[config.mk]
export PLATFORM = sky130hd
export DESIGN_NAME = modn_updown_counter_flat
export DESIGN_NICKNAME = d
export VERILOG_FILES = /design/src/rtl/modn_updown_counter_if.sv /design/src/rtl/modn_updown_counter.sv /design/src/flat_wrapper.sv
export SDC_FILE = /design/constraint.sdc
export NUM_CORES = 1
export LEC_CHECK = 0
export CAP_MARGIN = 25
export CORE_ASPECT_RATIO = 0.7
export CORE_UTILIZATION = 30
export CTS_BUF_LIST = sky130_fd_sc_hd__clkbuf_4 sky130_fd_sc_hd__clkbuf_8 sky130_fd_sc_hd__clkbuf_16
export DETAILED_ROUTE_END_ITERATION = 7
export GPL_TIMING_DRIVEN = 0
export HOLD_SLACK_MARGIN = 0.08
export SYNTH_ARGS = -nofsm -noshare
export SYNTH_HDL_FRONTEND = slang
export SYNTH_SLANG_ARGS = --single-unit
[constraint.sdc]
create_clock -name clk -period 3.1 [get_ports clk]
set_clock_uncertainty 0.05 [all_clocks]
set_input_delay 0.465 -clock clk [delete_from_list [all_inputs] [get_ports clk]]
set_output_delay 0.465 -clock clk [all_outputs]
set_load 0.005 [all_outputs]
[src/rtl/modn_updown_counter_if.sv]
// Bus for one modulo-N up/down counter stage. The master drives the controls.
// The slave (the counter) returns the count and its status flags.
interface modn_updown_counter_if #(
    parameter int WIDTH = 6
);
    logic             enable;
    logic             up;
    logic             clear;
    logic             load;
    logic [WIDTH-1:0] load_value;
    logic [WIDTH-1:0] count;
    logic             carry_out;
    logic             tc;
    logic             load_err;
    logic [7:0]       bcd;

    modport master (
        output enable, up, clear, load, load_value,
        input  count, carry_out, tc, load_err, bcd
    );

    modport slave (
        input  enable, up, clear, load, load_value,
        output count, carry_out, tc, load_err, bcd
    );
endinterface

[src/rtl/modn_updown_counter.sv]
// Modulo-N up/down counter stage with synchronous clear/load and cascade carry.
// Optional registered BCD view of the count when MODN_BCD_OUT_EN is defined.
module modn_updown_counter #(
    parameter int MODULUS = 60,
    parameter int WIDTH   = 6
) (
    input  logic                   clk,
    input  logic                   rst,
    modn_updown_counter_if.slave   bus
);
    localparam logic [WIDTH-1:0] MAX_C  = WIDTH'(MODULUS - 1);
    localparam logic [WIDTH-1:0] ZERO_C = '0;
    localparam logic [WIDTH-1:0] ONE_C  = WIDTH'(1);

    if (MODULUS < 2) begin : g_bad_modulus
        $error("modn_updown_counter: MODULUS must be >= 2");
    end
    if ((2 ** WIDTH) < MODULUS) begin : g_bad_width
        $error("modn_updown_counter: WIDTH too small for MODULUS");
    end

    logic [WIDTH-1:0] count_q, count_d;
    logic             load_err_q, load_err_d;
    logic             tc_s;
    logic             carry_s;

    // Next count and load error, honouring clear > load > enable.
    always_comb begin
        count_d    = count_q;
        load_err_d = 1'b0;
        if (bus.clear) begin
            count_d = ZERO_C;
        end else if (bus.load) begin
            if (bus.load_value > MAX_C) begin
                count_d    = MAX_C;
                load_err_d = 1'b1;
            end else begin
                count_d = bus.load_value;
            end
        end else if (bus.enable) begin
            // An upset code outside the range recovers to zero in either direction.
            if (count_q > MAX_C) begin
                count_d = ZERO_C;
            end else if (bus.up) begin
                count_d = (count_q == MAX_C) ? ZERO_C : (count_q + ONE_C);
            end else begin
                count_d = (count_q == ZERO_C) ? MAX_C : (count_q - ONE_C);
            end
        end else begin
            count_d = count_q;
        end
    end

    // Terminal count and cascade carry, zero latency.
    always_comb begin
        tc_s    = bus.up ? (count_q == MAX_C) : (count_q == ZERO_C);
        carry_s = tc_s & bus.enable & ~bus.clear & ~bus.load;
    end

    // Count and load-error state.
    always_ff @(posedge clk or posedge rst) begin
        if (rst) begin
            count_q    <= ZERO_C;
            load_err_q <= 1'b0;
        end else begin
            count_q    <= count_d;
            load_err_q <= load_err_d;
        end
    end

`ifdef MODN_BCD_OUT_EN
    if (MODULUS > 100) begin : g_bad_bcd
        $error("modn_updown_counter: BCD output needs MODULUS <= 100");
    end

    logic [7:0] bcd_q, bcd_d;
    logic [7:0] next8_s;

    // Convert the next count so the BCD view lands on the same edge as count.
    always_comb begin
        next8_s = 8'(count_d);
        bcd_d   = {4'(next8_s / 8'd10), 4'(next8_s % 8'd10)};
    end

    // BCD register.
    always_ff @(posedge clk or posedge rst) begin
        if (rst) begin
            bcd_q <= 8'h00;
        end else begin
            bcd_q <= bcd_d;
        end
    end

    assign bus.bcd = bcd_q;
`else
    assign bus.bcd = 8'h00;
`endif

    assign bus.count     = count_q;
    assign bus.load_err  = load_err_q;
    assign bus.tc        = tc_s;
    assign bus.carry_out = carry_s;
endmodule

[src/flat_wrapper.sv]
// flat-port wrapper written by rule: the top's interface ports become plain ports
module modn_updown_counter_flat 
#(
    parameter int MODULUS = 60,
    parameter int WIDTH   = 6
)
  (clk, rst, bus_enable, bus_up, bus_clear, bus_load, bus_load_value, bus_count, bus_carry_out, bus_tc, bus_load_err, bus_bcd);
  modn_updown_counter_if #(.WIDTH(WIDTH)) bus_i ();
  input  logic clk;
  input  logic rst;
  input wire logic [$bits(bus_i.enable)-1:0] bus_enable;
  input wire logic [$bits(bus_i.up)-1:0] bus_up;
  input wire logic [$bits(bus_i.clear)-1:0] bus_clear;
  input wire logic [$bits(bus_i.load)-1:0] bus_load;
  input wire logic [$bits(bus_i.load_value)-1:0] bus_load_value;
  output wire logic [$bits(bus_i.count)-1:0] bus_count;
  output wire logic [$bits(bus_i.carry_out)-1:0] bus_carry_out;
  output wire logic [$bits(bus_i.tc)-1:0] bus_tc;
  output wire logic [$bits(bus_i.load_err)-1:0] bus_load_err;
  output wire logic [$bits(bus_i.bcd)-1:0] bus_bcd;
  assign bus_i.enable = bus_enable;
  assign bus_i.up = bus_up;
  assign bus_i.clear = bus_clear;
  assign bus_i.load = bus_load;
  assign bus_i.load_value = bus_load_value;
  assign bus_count = bus_i.count;
  assign bus_carry_out = bus_i.carry_out;
  assign bus_tc = bus_i.tc;
  assign bus_load_err = bus_i.load_err;
  assign bus_bcd = bus_i.bcd;
  modn_updown_counter #(.MODULUS(MODULUS), .WIDTH(WIDTH)) u_core (.clk(clk), .rst(rst), .bus(bus_i));
endmodule
* After elaboration in Yosys (flattened, before gate mapping)
Index checks and enable logic that the tools add are counted.
Widths: inputs -> output; s select.
** Storage, ports and cells
- Logic and storage cells :: 26
- Output and inout port bits :: 17
- Flip-flop bits (word level) :: 7
- Input bits :: 12
** Cells by class
- $add $sub $neg :: 2
- Bitwise operators :: 5
- Reductions and logical operators :: 2
- Multiplexer cells :: 12
- Magnitude comparators :: 2
- Equality and inequality tests :: 1
** Operator list (count)
- $mux 6 :: 8
- $gt 6x6->1 const B :: 2
- $add 6x1->6 const B :: 1
- $eq 6x6->1 const B :: 1
- $logic_not 6->1 :: 1
- $sub 6x1->6 const B :: 1
- $mux 1 :: 4
- $and 1x1->1 :: 3
- $reduce_bool 3->1 :: 1
- $not 1->1 :: 2

* Longest topological paths before layout
- Depth in word-level cells :: 7
- Gate-level depth with buffers :: 6
- Gate-level depth less buffers :: 6

* Worst setup path after synthesis
OpenSTA, ideal clock, no wires.
- Kind :: register to output
- Start :: register u_core.count_q[0] (netlist: u_core.bus.count[0])
- End :: output port bus_carry_out
- Stages on the path, launching flop included :: 6
- Required time :: 2.585 ns
- Path buffers :: 0
- Arrival time :: 1.377 ns
- Slack :: 1.208 ns
- Cell sequence :: dfrtp_1 inv_1 ha_1 nor4b_1 a21oi_1 nor3_1
** On the way
- Word-level cells in the longest chain between the ends :: 5
- Elaborated cells on any way between the ends :: 6
- Classes of those cells :: eq/ne (1); mux (1); bitwise (3); reduce/logical (1)
** RTL lines
- start, declared :: RTL line modn_updown_counter.sv:22 : logic [WIDTH-1:0] count_q, count_d;
- start signal, assigned :: RTL line modn_updown_counter.sv:66 : count_q <= count_d;
- $eq 6x6->1 / $logic_not 6->1 (equally long branches) :: RTL line modn_updown_counter.sv:56 : tc_s = bus.up ? (count_q == MAX_C) : (count_q == ZERO_C);
- $mux 1 (*) :: RTL line modn_updown_counter.sv:56
- $and 1x1->1 (*) (3 in a row) :: RTL line modn_updown_counter.sv:57 : carry_s = tc_s & bus.enable & ~bus.clear & ~bus.load;
- end, declared :: RTL line flat_wrapper.sv:17 : output wire logic [$bits(bus_i.carry_out)-1:0] bus_carry_out;
Mark *: on every way between the ends. The rest lies on a longest branch, timed or not.

* Worst setup path in the final report
- Start :: input port bus_up
- End :: output port bus_carry_out
** On the way
- Word-level cells in the longest chain between the ends :: 4
** RTL lines
- start, declared :: RTL line flat_wrapper.sv:12 : input wire logic [$bits(bus_i.up)-1:0] bus_up;
- $mux 1 :: RTL line modn_updown_counter.sv:56
- $and 1x1->1 (3 in a row) :: RTL line modn_updown_counter.sv:57
Every way passes these cells.

==> run summary <==
After legalization and detailed placement, the total HPWL measured between 1500 and 2000 microns. In this run the clock root is driven by a sky130_fd_sc_hd__clkbuf_8. The initial core utilization is 33.48%. Synthesis inferred 7 register bits. For this run, the slowest stage of the critical path takes just under 0.6 ns. The peak supply drop is 0.1219 mV.

The maximum count of clock buffers along a single path is 2. The count of placed standard cells including taps came out at 174. The flow ran to the end, and the final reports show no timing, DRC or antenna violations.

The power density over the cells is 337.0 mW/mm^2. The setup slack after placement came out at 0.2881 ns. The top-level I/O count came out at 29. The placement-stage cell area is about 0.0011 sq mm. The routed design could run at a clock period as short as 2.850 ns. For this design, the CTS-stage hold fixing added 0 buffers. After routing, the total negative slack on setup checks comes to 0 ns.

0 antenna diodes ended up in the layout. The number of setup buffers added after CTS came out at 0. The synthesized cell area came out at roughly 870 sq um. The number of buffer cells added on primary ports came out at 19. For this design, the slowest cell found on the critical path is sky130_fd_sc_hd__clkdlybuf4s50_1. The TritonCTS sink count came out at 7.

The number of global-route vias before repair is 820. The deepest level of the CTS H-tree is 1. The final critical-path share of the clock period is 91.94%.

The netlist uses 48 different library cells. The detailed-route DRC error count is 0. The total count of max-transition violations in the final report came out at 0.

The worst setup path is launched from an input port. The library cell used most frequently in the layout, excluding fill and tap cells, is sky130_fd_sc_hd__clkdlybuf4s50_1. Setup repair after global routing left no endpoint under its margin. By instance count, the cell type seen most on the critical path is sky130_fd_sc_hd__clkdlybuf4s50_1. Before antenna repair, the detailed router went through 4 iterations. The critical path goes through clkdlybuf4s50_1, buf_2, nand2_1, nor2_1, a21oi_1, nor3_1, clkdlybuf4s50_1.

Dividing the detail-routed via count by the number of cells gives 5.315. The worst register-to-register path has a setup slack of 1.04 ns. The post-synthesis instance total is 114. In this run the critical register-to-register path is launched from u_core.bus.count[0]. The top cell types in the final layout, fill and taps aside, are sky130_fd_sc_hd__clkdlybuf4s50_1, sky130_fd_sc_hd__inv_1, sky130_fd_sc_hd__a21oi_1, sky130_fd_sc_hd__buf_4, sky130_fd_sc_hd__conb_1. The length in cells of the worst reg-to-reg path came out at 6. The die outline height came out at about 47 microns. The routed layout has 946 vias. The maximum operating frequency is 0.3509 GHz. The worst setup path is captured at an output pin. Summed over all instances, the cell type with the most area after synthesis is sky130_fd_sc_hd__dfrtp_1. The core box area is 0.002609 sq mm. The global router's overall resource usage is 17.14%. The number of hold violations in the final report is 0.

At the worst endpoint, the required time is roughly 2.6 ns. The fraction of final layout cells with drive strength greater than 1 is 17.36%. After the last flow step, the layout net total stands at 160. The worst hold path belongs to the class input port to asynchronous set/reset pin. The total power after layout came out at 0.3981 mW.

The average cell area after synthesis is 7.661 sq um. Setup violations remaining at the end of the flow were counted as 0. TritonCTS built the clock tree.

The final standard cell count with taps included and fillers excluded is 178. The warning count from the yosys run is 0. After synthesis, the cell types taking the most area are sky130_fd_sc_hd__dfrtp_1, sky130_fd_sc_hd__buf_4, sky130_fd_sc_hd__a21oi_1. The register clock-pin slew on the reported worst setup and hold paths is 0.04 ns. For the worst-skew pair, the clock arrives at the later sink with an insertion delay of 0.23 ns. The cell leakage power came out at a little over 0.5 nW.

The share of the yosys chip area belonging to registers came out at 20.06%. The pin count of the biggest net entering global routing is 11. The number of max-cap violations is 0. After detailed routing, the average wire length per cell comes to 14.00 microns. After routing the design area is 0.001181 sq mm. The number of standard-cell rows in the floorplan came out at 15.

The die covers around 0.0031 sq mm. The proportion of netlist area held by the largest area contributor is ~20%. The die width came out at ~66 microns. Global routing finished with a remaining overflow of 0. Setup slack closes at 0.2498 ns. The critical path in this run is classified as input port to output pin. The worst-path maximum fanout came out at 10. The detailed router's first-iteration violation count came out at 65. The initial antenna violation count came to 0. The number of antenna-violating nets in the routed design is 0. The number of buffers created by CTS is 3.

The wire length of the first global-routing pass is 3850 microns. Relative to the synthesized area, the layout overhead comes to 35.24%. The filler cell count is 256. The data arrival time at the worst-slack endpoint is between 2 and 2.5 ns.

The final wirelength came out at 2492 microns. The final weighted congestion in routability-driven placement came out at 0.9026. The number of gates resized after CTS was 0. The endpoint identified for the worst register-to-register timing path is u_core.bus.count[3].
-- final cells by class --
| class | instances | area [sq um] | area share, % |
|---|---|---|---|
| plain buffers | 16 | 106.4 | 9.004 |
| clock buffers | 4 | 48.80 | 4.131 |
| inverters | 10 | 37.54 | 3.178 |
| multi-input cells | 88 | 580.6 | 49.15 |
| flip-flops and latches | 7 | 175.2 | 14.83 |
| well taps | 34 | 42.54 | 3.602 |
| repair buffers | 19 | 190.2 | 16.10 |
-- synthesized netlist by cell type, drive strengths merged --
master,count
a211oi,3
a21boi,1
a21oi,10
a221oi,1
a22oi,1
a311o,1
a31o,1
a31oi,1
a41oi,1
and3,3
and4,1
buf,14
clkbuf,2
conb,1
dfrtp,7
ha,3
inv,10
mux2,1
mux2i,3
nand2,7
nand2b,1
nand3,3
nand3b,1
nand4,2
nor2,6
nor2b,1
nor3,3
nor3b,1
nor4,1
nor4b,2
o211ai,1
o21ai,5
o221ai,2
o2bb2ai,1
o311ai,1
o31a,1
o31ai,3
o32ai,1
or2,1
or2b,1
or3,1
or3b,2
xnor2,1
-- registers in the layout (all words and copies together), names as in the netlist --
register / cells
u_core.bus.count: 6
u_core.bus.load_err: 1
-- cell families (layout without fill, tap and decap cells) --
group / after synthesis / in the layout / synth area share [%]
compound gates: 35 / 35 / 28.51
xor+xnor: 1 / 1 / 1.003
fa+ha+maj: 3 / 3 / 4.298
buf+inv: 26 / 49 / 16.48
flops: 7 / 7 / 20.06
mux: 4 / 4 / 4.728
other cells: 1 / 8 / 0.4294
simple gates: 37 / 37 / 24.50
-- power breakdown --
group          switching, mW  internal (mW)
logic                 0.0761         0.0757
clock network         0.0369         0.0974
registers             0.0133         0.0986
total                  0.126          0.272
-- critical path, delay by kind of cell --
family	cells	cell delay, ns
simple gates	3	0.40
compound gates	1	0.08
buf+inv	3	1.38
-- through the flow --
| stage | util (%) | hold slack, ns |
|---|---|---|
| floorplan | - | 0.2184 |
| global placement | 43.41 | 0.6632 |
| detailed placement | 43.41 | 0.6681 |
| CTS | 45.28 | 0.4376 |
| global route | 45.28 | 0.4429 |
| finish | 45.28 | 0.4256 |
-- layer usage --
| metal | routed length [microns] | track usage [%] | up-vias |
|---|---|---|---|
| met5 | 0 | 0 | - |
| met4 | 0 | 2.553 | 0 |
| met3 | 133 | 4.369 | 0 |
| met2 | 1044 | 25.92 | 33 |
| met1 | 1314 | 25.04 | 446 |
| li1 | - | - | 467 |
-- worst max-delay path by stage --
| stage | depth (start not counted) | startpoint | endpoint | slack, ns |
|---|---|---|---|---|
| 6_report | 7 | bus_up | bus_carry_out | 0.25 |
| 5_1_grt | 6 | u_core.bus.count[0] | bus_carry_out | 0.04 |
| 4_1_cts | 7 | bus_up | bus_carry_out | 0.27 |
| 3_5_place_dp | 7 | bus_up | bus_carry_out | 0.29 |
| 3_3_place_gp | 5 | bus_enable | bus_carry_out | 0.29 |
| 2_1_floorplan | 5 | u_core.bus.count[0] | bus_carry_out | 1.21 |
(Power assumes the default switching activity.)
